==> src/rtl/ma_tile_feeder_if.sv <==
// Row-stream handshake into the MA tile feeder: tile config, valid/ready, row kind and row data.
interface ma_tile_feeder_if #(
  parameter int unsigned data_length = 8,
  parameter int unsigned mesh_length = 16,
  parameter int unsigned row_w       = 9
);
  logic [row_w-1:0]                   cfg_rows;
  logic                               s_valid;
  logic                               s_ready;
  logic                               s_kind;
  logic [data_length*mesh_length-1:0] s_data;

  modport master (
    output cfg_rows,
    output s_valid,
    output s_kind,
    output s_data,
    input  s_ready
  );

  modport slave (
    input  cfg_rows,
    input  s_valid,
    input  s_kind,
    input  s_data,
    output s_ready
  );
endinterface

==> src/rtl/ma_tile_feeder.sv <==
// Sequences a weight-then-image row stream into the MA systolic mesh, with optional
// diagonal lane skew on the image path, a drain phase and protocol-error reporting.
module ma_tile_feeder #(
  parameter int unsigned data_length = 8,
  parameter int unsigned mesh_length = 16,
  parameter int unsigned max_rows    = 256,
  parameter bit          skew_en     = 1'b1
) (
  input  logic                               clk,
  input  logic                               rst,
  ma_tile_feeder_if.slave                    s,
  output logic [data_length*mesh_length-1:0] ma_weight,
  output logic                               ma_weight_load,
  output logic [data_length*mesh_length-1:0] ma_image,
  output logic                               ma_image_load,
  output logic                               busy,
  output logic                               tile_done,
  output logic                               proto_err
);
  localparam int unsigned RowW     = $clog2(max_rows + 1);
  localparam int unsigned CntW     = $clog2(mesh_length + 1);
  localparam int unsigned DrainLen = skew_en ? mesh_length : 1;
  localparam int unsigned LaneW    = data_length + 1;

  typedef enum logic [1:0] {StIdle, StWLoad, StIStream, StDrain} state_e;

  state_e            state_q;
  logic [RowW-1:0]   rows_left_q;
  logic [CntW-1:0]   w_cnt_q;
  logic [CntW-1:0]   d_cnt_q;

  logic              acc;
  logic              acc_w;
  logic              acc_i;
  logic              cfg_ok;
  logic              img_push;
  logic [mesh_length-1:0] lane_vld;

  assign s.s_ready = (state_q != StDrain);
  assign busy      = (state_q != StIdle);
  assign acc       = s.s_valid && s.s_ready;
  assign acc_w     = acc && !s.s_kind;
  assign acc_i     = acc && s.s_kind;
  assign cfg_ok    = (s.cfg_rows != '0) && (32'(s.cfg_rows) <= max_rows);
  assign img_push  = acc_i && (state_q == StIStream);

  always_ff @(posedge clk) begin
    if (rst) begin
      state_q        <= StIdle;
      rows_left_q    <= '0;
      w_cnt_q        <= '0;
      d_cnt_q        <= '0;
      ma_weight      <= '0;
      ma_weight_load <= 1'b0;
      tile_done      <= 1'b0;
      proto_err      <= 1'b0;
    end else begin
      ma_weight_load <= 1'b0;
      tile_done      <= 1'b0;
      proto_err      <= 1'b0;
      case (state_q)
        StIdle: begin
          if (acc_w && cfg_ok) begin
            rows_left_q    <= RowW'(s.cfg_rows);
            w_cnt_q        <= CntW'(1);
            ma_weight      <= s.s_data;
            ma_weight_load <= 1'b1;
            state_q        <= (mesh_length == 1) ? StIStream : StWLoad;
          end else if (acc) begin
            proto_err <= 1'b1;
          end
        end
        StWLoad: begin
          if (acc_w) begin
            ma_weight      <= s.s_data;
            ma_weight_load <= 1'b1;
            if (w_cnt_q == CntW'(mesh_length - 1)) begin
              state_q <= StIStream;
            end else begin
              w_cnt_q <= w_cnt_q + CntW'(1);
            end
          end else if (acc_i) begin
            proto_err <= 1'b1;
          end
        end
        StIStream: begin
          if (acc_i) begin
            rows_left_q <= rows_left_q - RowW'(1);
            if (rows_left_q == RowW'(1)) begin
              state_q <= StDrain;
              d_cnt_q <= '0;
            end
          end else if (acc_w) begin
            proto_err <= 1'b1;
          end
        end
        StDrain: begin
          // Hold off new tiles until the most-delayed lane has left the skew pipe.
          if (d_cnt_q == CntW'(DrainLen - 1)) begin
            state_q   <= StIdle;
            tile_done <= 1'b1;
          end else begin
            d_cnt_q <= d_cnt_q + CntW'(1);
          end
        end
        default: state_q <= StIdle;
      endcase
    end
  end

  // Lane k is a (k+1)-deep shift of {valid, data}; invalid slots carry zero data.
  for (genvar k = 0; k < mesh_length; k++) begin : g_lane
    localparam int unsigned Depth = skew_en ? k + 1 : 1;

    logic [Depth*LaneW-1:0] pipe_q;
    logic [LaneW-1:0]       pipe_in;

    assign pipe_in = {img_push, img_push ? s.s_data[k*data_length +: data_length]
                                         : {data_length{1'b0}}};

    if (Depth == 1) begin : g_d1
      always_ff @(posedge clk) begin
        if (rst) pipe_q <= '0;
        else     pipe_q <= pipe_in;
      end
    end else begin : g_dn
      always_ff @(posedge clk) begin
        if (rst) pipe_q <= '0;
        else     pipe_q <= {pipe_q[(Depth-1)*LaneW-1:0], pipe_in};
      end
    end

    assign ma_image[k*data_length +: data_length] = pipe_q[(Depth-1)*LaneW +: data_length];
    assign lane_vld[k] = pipe_q[Depth*LaneW-1];
  end

  assign ma_image_load = |lane_vld;
endmodule

==> src/flat_wrapper.sv <==
// flat-port wrapper written by rule: the top's interface ports become plain ports
module ma_tile_feeder_flat 
#(
  parameter int unsigned data_length = 8,
  parameter int unsigned mesh_length = 16,
  parameter int unsigned max_rows    = 256,
  parameter bit          skew_en     = 1'b1
)
  (clk, rst, ma_weight, ma_weight_load, ma_image, ma_image_load, busy, tile_done, proto_err, s_cfg_rows, s_s_valid, s_s_kind, s_s_data, s_s_ready);
  ma_tile_feeder_if #(.data_length(data_length), .mesh_length(mesh_length), .row_w((9))) s_i ();
  input  logic clk;
  input  logic rst;
  output logic [data_length*mesh_length-1:0] ma_weight;
  output logic ma_weight_load;
  output logic [data_length*mesh_length-1:0] ma_image;
  output logic ma_image_load;
  output logic busy;
  output logic tile_done;
  output logic proto_err;
  input wire logic [$bits(s_i.cfg_rows)-1:0] s_cfg_rows;
  input wire logic [$bits(s_i.s_valid)-1:0] s_s_valid;
  input wire logic [$bits(s_i.s_kind)-1:0] s_s_kind;
  input wire logic [$bits(s_i.s_data)-1:0] s_s_data;
  output wire logic [$bits(s_i.s_ready)-1:0] s_s_ready;
  assign s_i.cfg_rows = s_cfg_rows;
  assign s_i.s_valid = s_s_valid;
  assign s_i.s_kind = s_s_kind;
  assign s_i.s_data = s_s_data;
  assign s_s_ready = s_i.s_ready;
  ma_tile_feeder #(.data_length(data_length), .mesh_length(mesh_length), .max_rows(max_rows), .skew_en(skew_en)) u_core (.clk(clk), .rst(rst), .s(s_i), .ma_weight(ma_weight), .ma_weight_load(ma_weight_load), .ma_image(ma_image), .ma_image_load(ma_image_load), .busy(busy), .tile_done(tile_done), .proto_err(proto_err));
endmodule
==> config.mk <==
export PLATFORM = sky130hd
export DESIGN_NAME = ma_tile_feeder_flat
export DESIGN_NICKNAME = d
export VERILOG_FILES = /design/src/rtl/ma_tile_feeder_if.sv /design/src/rtl/ma_tile_feeder.sv /design/src/flat_wrapper.sv
export SDC_FILE = /design/constraint.sdc
export NUM_CORES = 1
export LEC_CHECK = 0
export BUFFER_PORTS_ARGS = -buffer_cell sky130_fd_sc_hd__clkbuf_2
export CAP_MARGIN = 20
export CORE_MARGIN = 4
export CORE_UTILIZATION = 35
export CTS_CLUSTER_DIAMETER = 30
export CTS_CLUSTER_SIZE = 28
export DETAILED_ROUTE_END_ITERATION = 6
export RECOVER_POWER = 25
export SLEW_MARGIN = 5
export SYNTH_ARGS = -nofsm -noshare
export SYNTH_HDL_FRONTEND = slang
export SYNTH_SLANG_ARGS = --single-unit
==> constraint.sdc <==
create_clock -name clk -period 3.35 [get_ports clk]
set_clock_uncertainty 0.15 [all_clocks]
set_input_delay 0.1675 -clock clk [delete_from_list [all_inputs] [get_ports clk]]
set_output_delay 0.1675 -clock clk [all_outputs]
set_load 0.005 [all_outputs]
After elaboration in Yosys (flattened, before gate mapping)
Cells that the tools add are included.
{"block": "word_totals", "reg_bits": 1376, "input_bits": 141, "output_inout_bits": 262, "word_cells": 113}
{"block": "classes", "add_sub_neg": 3, "n_lt_le_gt_ge": 1, "n_eq_ne": 15, "n_mux": 31, "bitwise_logic": 2, "reduce_logical": 21}
{"operator": "$mux W128", "n": 2}
{"operator": "$pmux W128 S2", "n": 1}
{"operator": "$mux W5", "n": 6}
{"operator": "$pmux W5 S2", "n": 2}
{"operator": "$mux W9", "n": 2}
{"operator": "$pmux W9 S2", "n": 1}
{"operator": "$reduce_or A16 Y1", "n": 1}
{"operator": "$mux W2", "n": 6}
{"operator": "$add A5 B1 Y5 const B", "n": 2}
{"operator": "$eq A5 B4 Y1 const B", "n": 2}
{"operator": "$ne A2 B1 Y1 const B", "n": 5}
{"operator": "$eq A9 B1 Y1 const B", "n": 1}
{"operator": "$le A9 B9 Y1 const B", "n": 1}
{"operator": "$reduce_bool A9 Y1", "n": 1}
{"operator": "$sub A9 B1 Y9 const B", "n": 1}
{"operator": "$mux W1", "n": 8}
{"operator": "$ne A2 B2 Y1 const B", "n": 4}
{"operator": "$pmux W2 S4", "n": 1}
{"operator": "$reduce_and A4 Y1", "n": 2}
{"operator": "$reduce_bool A2 Y1", "n": 4}
{"operator": "$logic_and A1 B1 Y1", "n": 6}
{"operator": "$reduce_and A3 Y1", "n": 2}
{"operator": "$reduce_and A6 Y1", "n": 1}
{"operator": "$eq A2 B2 Y1 const B", "n": 2}
{"operator": "other kinds (7)", "n": 9}

Longest topological paths before layout
{"block": "logic_depth", "ltp_word": 6, "depth_mapped": 10, "mapped_depth_nobuf": 8}

Least setup slack after synthesis
No wires, ideal clock.
{"block": "synth_timing", "kind": "register to register", "start": "register u_core.state_q[0]", "end": "register u_core.rows_left_q[4]", "setup_time_ps": 136, "arrival_time_ps": 2132, "required_time_ps": 3064, "slack_ps": 932, "stages_incl_launch_ff": 11, "n_path_buf": 3, "synth_period_minus_slack_ps": 2418, "cell_sequence": "dfxtp_1 -> inv_1 -> ha_1 -> buf_6 -> and2_2 -> a21boi_2 -> or4b_1 -> buf_2 -> buf_2 -> a21oi_1 -> o32ai_2"}
{"block": "synth_between", "elab_chain_cells": 6, "elab_cells_between_ends": 12, "cone_classes": "4 x eq/ne; 1 x mux; 7 x reduce/logical"}
{"item": "start: declaration", "line_no": "ma_tile_feeder.sv:27", "rtl": "state_e state_q;"}
{"item": "start signal: assignment", "line_no": "ma_tile_feeder.sv:49", "rtl": "state_q <= StIdle;"}
{"item": "start signal: assignment", "line_no": "ma_tile_feeder.sv:68", "rtl": "state_q <= (mesh_length == 1) ? StIStream : StWLoad;"}
{"item": "start signal: assignment", "line_no": "ma_tile_feeder.sv:78", "rtl": "state_q <= StIStream;"}
{"item": "$ne A2 B2 Y1", "line_no": "ma_tile_feeder.sv:39", "rtl": "assign s.s_ready = (state_q != StDrain);"}
{"item": "$logic_and A1 B1 Y1", "line_no": "ma_tile_feeder.sv:41", "rtl": "assign acc = s.s_valid && s.s_ready;"}
{"item": "$logic_and A1 B1 Y1", "line_no": "ma_tile_feeder.sv:42", "rtl": "assign acc_w = acc && !s.s_kind;"}
{"item": "$logic_and A1 B1 Y1", "line_no": "ma_tile_feeder.sv:63", "rtl": "if (acc_w && cfg_ok) begin"}
{"item": "$ne A2 B1 Y1 (no line)"}
{"item": "$reduce_and A3 Y1 (no line)"}
{"item": "end signal: assignment", "line_no": "ma_tile_feeder.sv:64", "rtl": "rows_left_q <= RowW'(s.cfg_rows);"}
{"item": "end signal: assignment", "line_no": "ma_tile_feeder.sv:88", "rtl": "rows_left_q <= rows_left_q - RowW'(1);"}
{"item": "end: declaration", "line_no": "ma_tile_feeder.sv:28", "rtl": "logic [RowW-1:0] rows_left_q;"}
Parallel ways exist; a longest one is shown, timed or not.
A chain may end at the register's enable or synchronous reset.

Final worst setup path
{"block": "layout_timing", "start": "register u_core.state_q[0]", "end": "register u_core.ma_weight[65]"}
{"block": "layout_between", "elab_chain_cells": 6, "elab_cells_between_ends": 11, "cone_classes": "4 x eq/ne; 1 x mux; 6 x reduce/logical"}
{"item": "$ne A2 B2 Y1", "line_no": "ma_tile_feeder.sv:39"}
{"item": "$logic_and A1 B1 Y1", "line_no": "ma_tile_feeder.sv:41"}
{"item": "$logic_and A1 B1 Y1", "line_no": "ma_tile_feeder.sv:42"}
{"item": "$logic_and A1 B1 Y1", "line_no": "ma_tile_feeder.sv:63"}
{"item": "$ne A2 B1 Y1 (no line)"}
{"item": "$reduce_and A3 Y1 (no line)"}
{"item": "end signal: assignment", "line_no": "ma_tile_feeder.sv:66", "rtl": "ma_weight <= s.s_data;"}
{"item": "end signal: assignment", "line_no": "ma_tile_feeder.sv:75", "rtl": "ma_weight <= s.s_data;"}
{"item": "end: declaration", "line_no": "ma_tile_feeder.sv:12", "rtl": "output logic [data_length*mesh_length-1:0] ma_weight,"}
Parallel ways exist; a longest one is shown, timed or not.

==> out/metrics.yaml <==
crit_path_max_fanout: 65
die_area_sq_um: 109000
nNetsFinal: 3987
drive_above_1_share: 0.210
ctsHtreeMaxLevel: 4
drv_slew: 413
die_h_microns: 331
slew_headroom: -0.252
placedCellCount: 4712
cp_slowest_cell: "dlygate4sd3_1"
wl_per_cell_microns: 12.8
status: "finished with violations"
p_leak_nw: 20.5
ant_nets: 0
cts.path.max_buffers: 3
drc: 0
ys_top_cells_by_area: "dfxtp_1 69%, nor2b_1 17%, nand2_1 2.8%, buf_4 2.6%, and2_1 2.2%"
rrSetupSlack_ns: 0.14
yosysTopAreaCell: "dfxtp_1"
fillCellCount: 9219
setup_viol_count_final: 0
ios: 403
fp-row-count: 118
dr.first_iter.drc_count: 950
clkSinkCount: 1256
worst_slew_pin_slew_ns: 1.88
holdPathStages: 4
hp-class: "in -> reg"
end_kind: "flop"
yosysMostFrequentCell: "dfxtp_1"
start_util: 0.352
vias: 21700
grt-ovfl-total: 0
cts-root-buf: "clkbuf_16"
period_minus_slack_ns: 3.21
ys_top_cells_by_count: "1256 x dfxtp_1, 976 x nor2b_1, 272 x nand2_1, 154 x clkbuf_1, 149 x a21oi_1"
synth.distinct_cells: 52
grt_usage: 0.124
start_kind: "flop"
synth.top_cell.area_share: 0.691
clk_latency_ns: 0.77
power_density_nw_per_um2: 815
routed_wl_microns: 69400
drv_cap: 3
hold_violations: 0
grt_pass1_vias: 21700
grt_max_degree: 189
hold_start: "s_s_data[27]"
path_class: "reg -> reg"
netlist_instances: 3214
viasPerCell: 4.00
peakVddDrop_v: 0.000488
critPathArrivalTime_ns: 3.78
cts_buffers: 229
area_growth_pct: 36.9
synth_seq_cells: 1256
holdPathEnd: "u_core.ma_weight[27]"
syn_nets: 3365
synthArstFlopShare: 0
core_area_sq_um: 103000
instances_no_fill: 5422
antenna_found_initial: 8
fmax_ghz: 0.311
fin_tns_setup_ns: 0
max_stage_delay_ns: 0.56
port_buffers: 402
reg2regPathDepth: 8
avgSynthCellArea_sq_um: 11.3
drtPass1Iterations: 5
yosysSeqAreaShare: 0.691
total_power_w: 0.0406
syn_area_sq_um: 36400
fin_crit_sh: 0.959
failed_checks: "max-capacitance violations, max-slew violations"
place.gp.congestion: 0.775
rsz0062_at_grt: "false"
cts_tree: "built"
path_clk_slew_ns: 0.05
yosysWarnings: 0
r2r-start: "u_core.state_q[0]"
hpwl_microns: 38700
r2r_end: "u_core.ma_weight[65]"
die_x_microns: 331
synth-main-ff-cell: "dfxtp_1"
synth_edf_count: 0
worstPathCellList: "ha_1 -> or3b_1 -> a2111oi_4 -> or3_4 -> buf_12 -> nand2_1 -> a21oi_1 -> dlygate4sd3_1"
critPathRequiredTime_ns: 3.92
grt_pass1_wl_microns: 110000
[worst max-delay path by stage]
stage | startpoint | end | slack [ns]
after floorplan | u_core.state_q[0] | u_core.rows_left_q[4] | 0.93
after global placement | u_core.state_q[0] | u_core.ma_weight[89] | 0.65
after detailed placement | u_core.state_q[0] | u_core.ma_weight[88] | 0.56
after CTS | u_core.state_q[0] | u_core.ma_weight[65] | 0.1
after global routing | u_core.state_q[0] | u_core.ma_weight[65] | 0.05
final | u_core.state_q[0] | u_core.ma_weight[65] | 0.14
[critical path: cells and delay by family, from the launching register on]
kind	cells	cell delay, ns
AO/OA/AOI/OAI	2	0.64
adder cells (fa/ha/maj)	1	0.30
buffers and inverters	2	0.83
AND/OR/NAND/NOR	3	0.87
flip-flops	1	0.34
[kinds of logic after synthesis]
logic type	synth area share
buffers and inverters	0.0468
XOR/XNOR	0.000722
adder cells (fa/ha/maj)	0.00344
AO/OA/AOI/OAI	0.0278
AND/OR/NAND/NOR	0.229
multiplexers	0.00137
flip-flops	0.691
[state kept, by name (all words and copies together), names as in the netlist]
signal,cells
u_core.g_lane.pipe_q,1104
u_core.ma_weight,128
u_core.state_q,2
u_core.tile_done,1
u_core.ma_weight_load,1
u_core.d_cnt_q,5
u_core.proto_err,1
u_core.rows_left_q,9
u_core.w_cnt_q,5
[through the flow]
stage	setup WS (ns)	hold slack (ns)	instance area (sq um)	util
6_report	0.139	0.0727	49800	0.482
5_1_grt	0.0489	0.0366	49800	0.482
4_1_cts	0.0982	0.000113	49800	0.482
3_5_place_dp	0.558	0.240	38800	0.375
3_3_place_gp	0.651	0.234	38800	0.375
2_1_floorplan	0.932	0.139	36400	-
[placed cells by master, fill, tap and decap left out, types with 4 or more instances in the layout]
cell type / count
o32ai_2: 4
buf_12: 7
and3_1: 6
clkinv_2: 34
clkbuf_2: 395
mux2i_1: 5
inv_1: 15
clkbuf_8: 21
clkinv_16: 10
nor3_1: 6
nor2b_1: 976
clkbuf_16: 229
nand2_1: 272
nor2_1: 19
inv_6: 28
a21oi_1: 149
ha_1: 10
clkinv_4: 21
buf_4: 8
and2_1: 129
dlygate4sd3_1: 270
nand3_1: 5
clkinvlp_4: 35
nor4_1: 7
dfxtp_1: 1256
clkbuf_1: 26
bufinv_16: 34
[report_power, final]
group	internal (W)	switching (W)
clock network	0.0158	0.00803
registers	0.0151	0.000102
logic	0.000604	0.000889
total	0.0316	0.00902
[what timing repair did]
item / CTS / global route
setup endpoints to repair: 0 / 1
hold endpoints to repair: 490 / 0
buffers inserted: 0 / 2
gates resized for setup: 0 / 2
hold buffers: 270 / 0
[metal layers]
metal / track usage / vias to the layer above / routed length [microns]
li1: - / 11100 / -
met1: 0.155 / 9704 / 30700
met2: 0.184 / 671 / 30300
met3: 0.0470 / 198 / 5460
met4: 0.0736 / 0 / 2900
met5: 0 / - / 0
[final cells by class]
class	count	area [sq um]	area share
flip-flops and latches	1256	25100	0.505
multi-input cells	1641	9600	0.193
clock buffers	268	6090	0.122
repair buffers	693	4950	0.0993
clock inverters	167	2260	0.0454
well taps	1380	1730	0.0346
inverters	15	56.3	0.00113
diodes	2	5.00	0.000100
No activity file was read; power rests on OpenSTA's default activity.
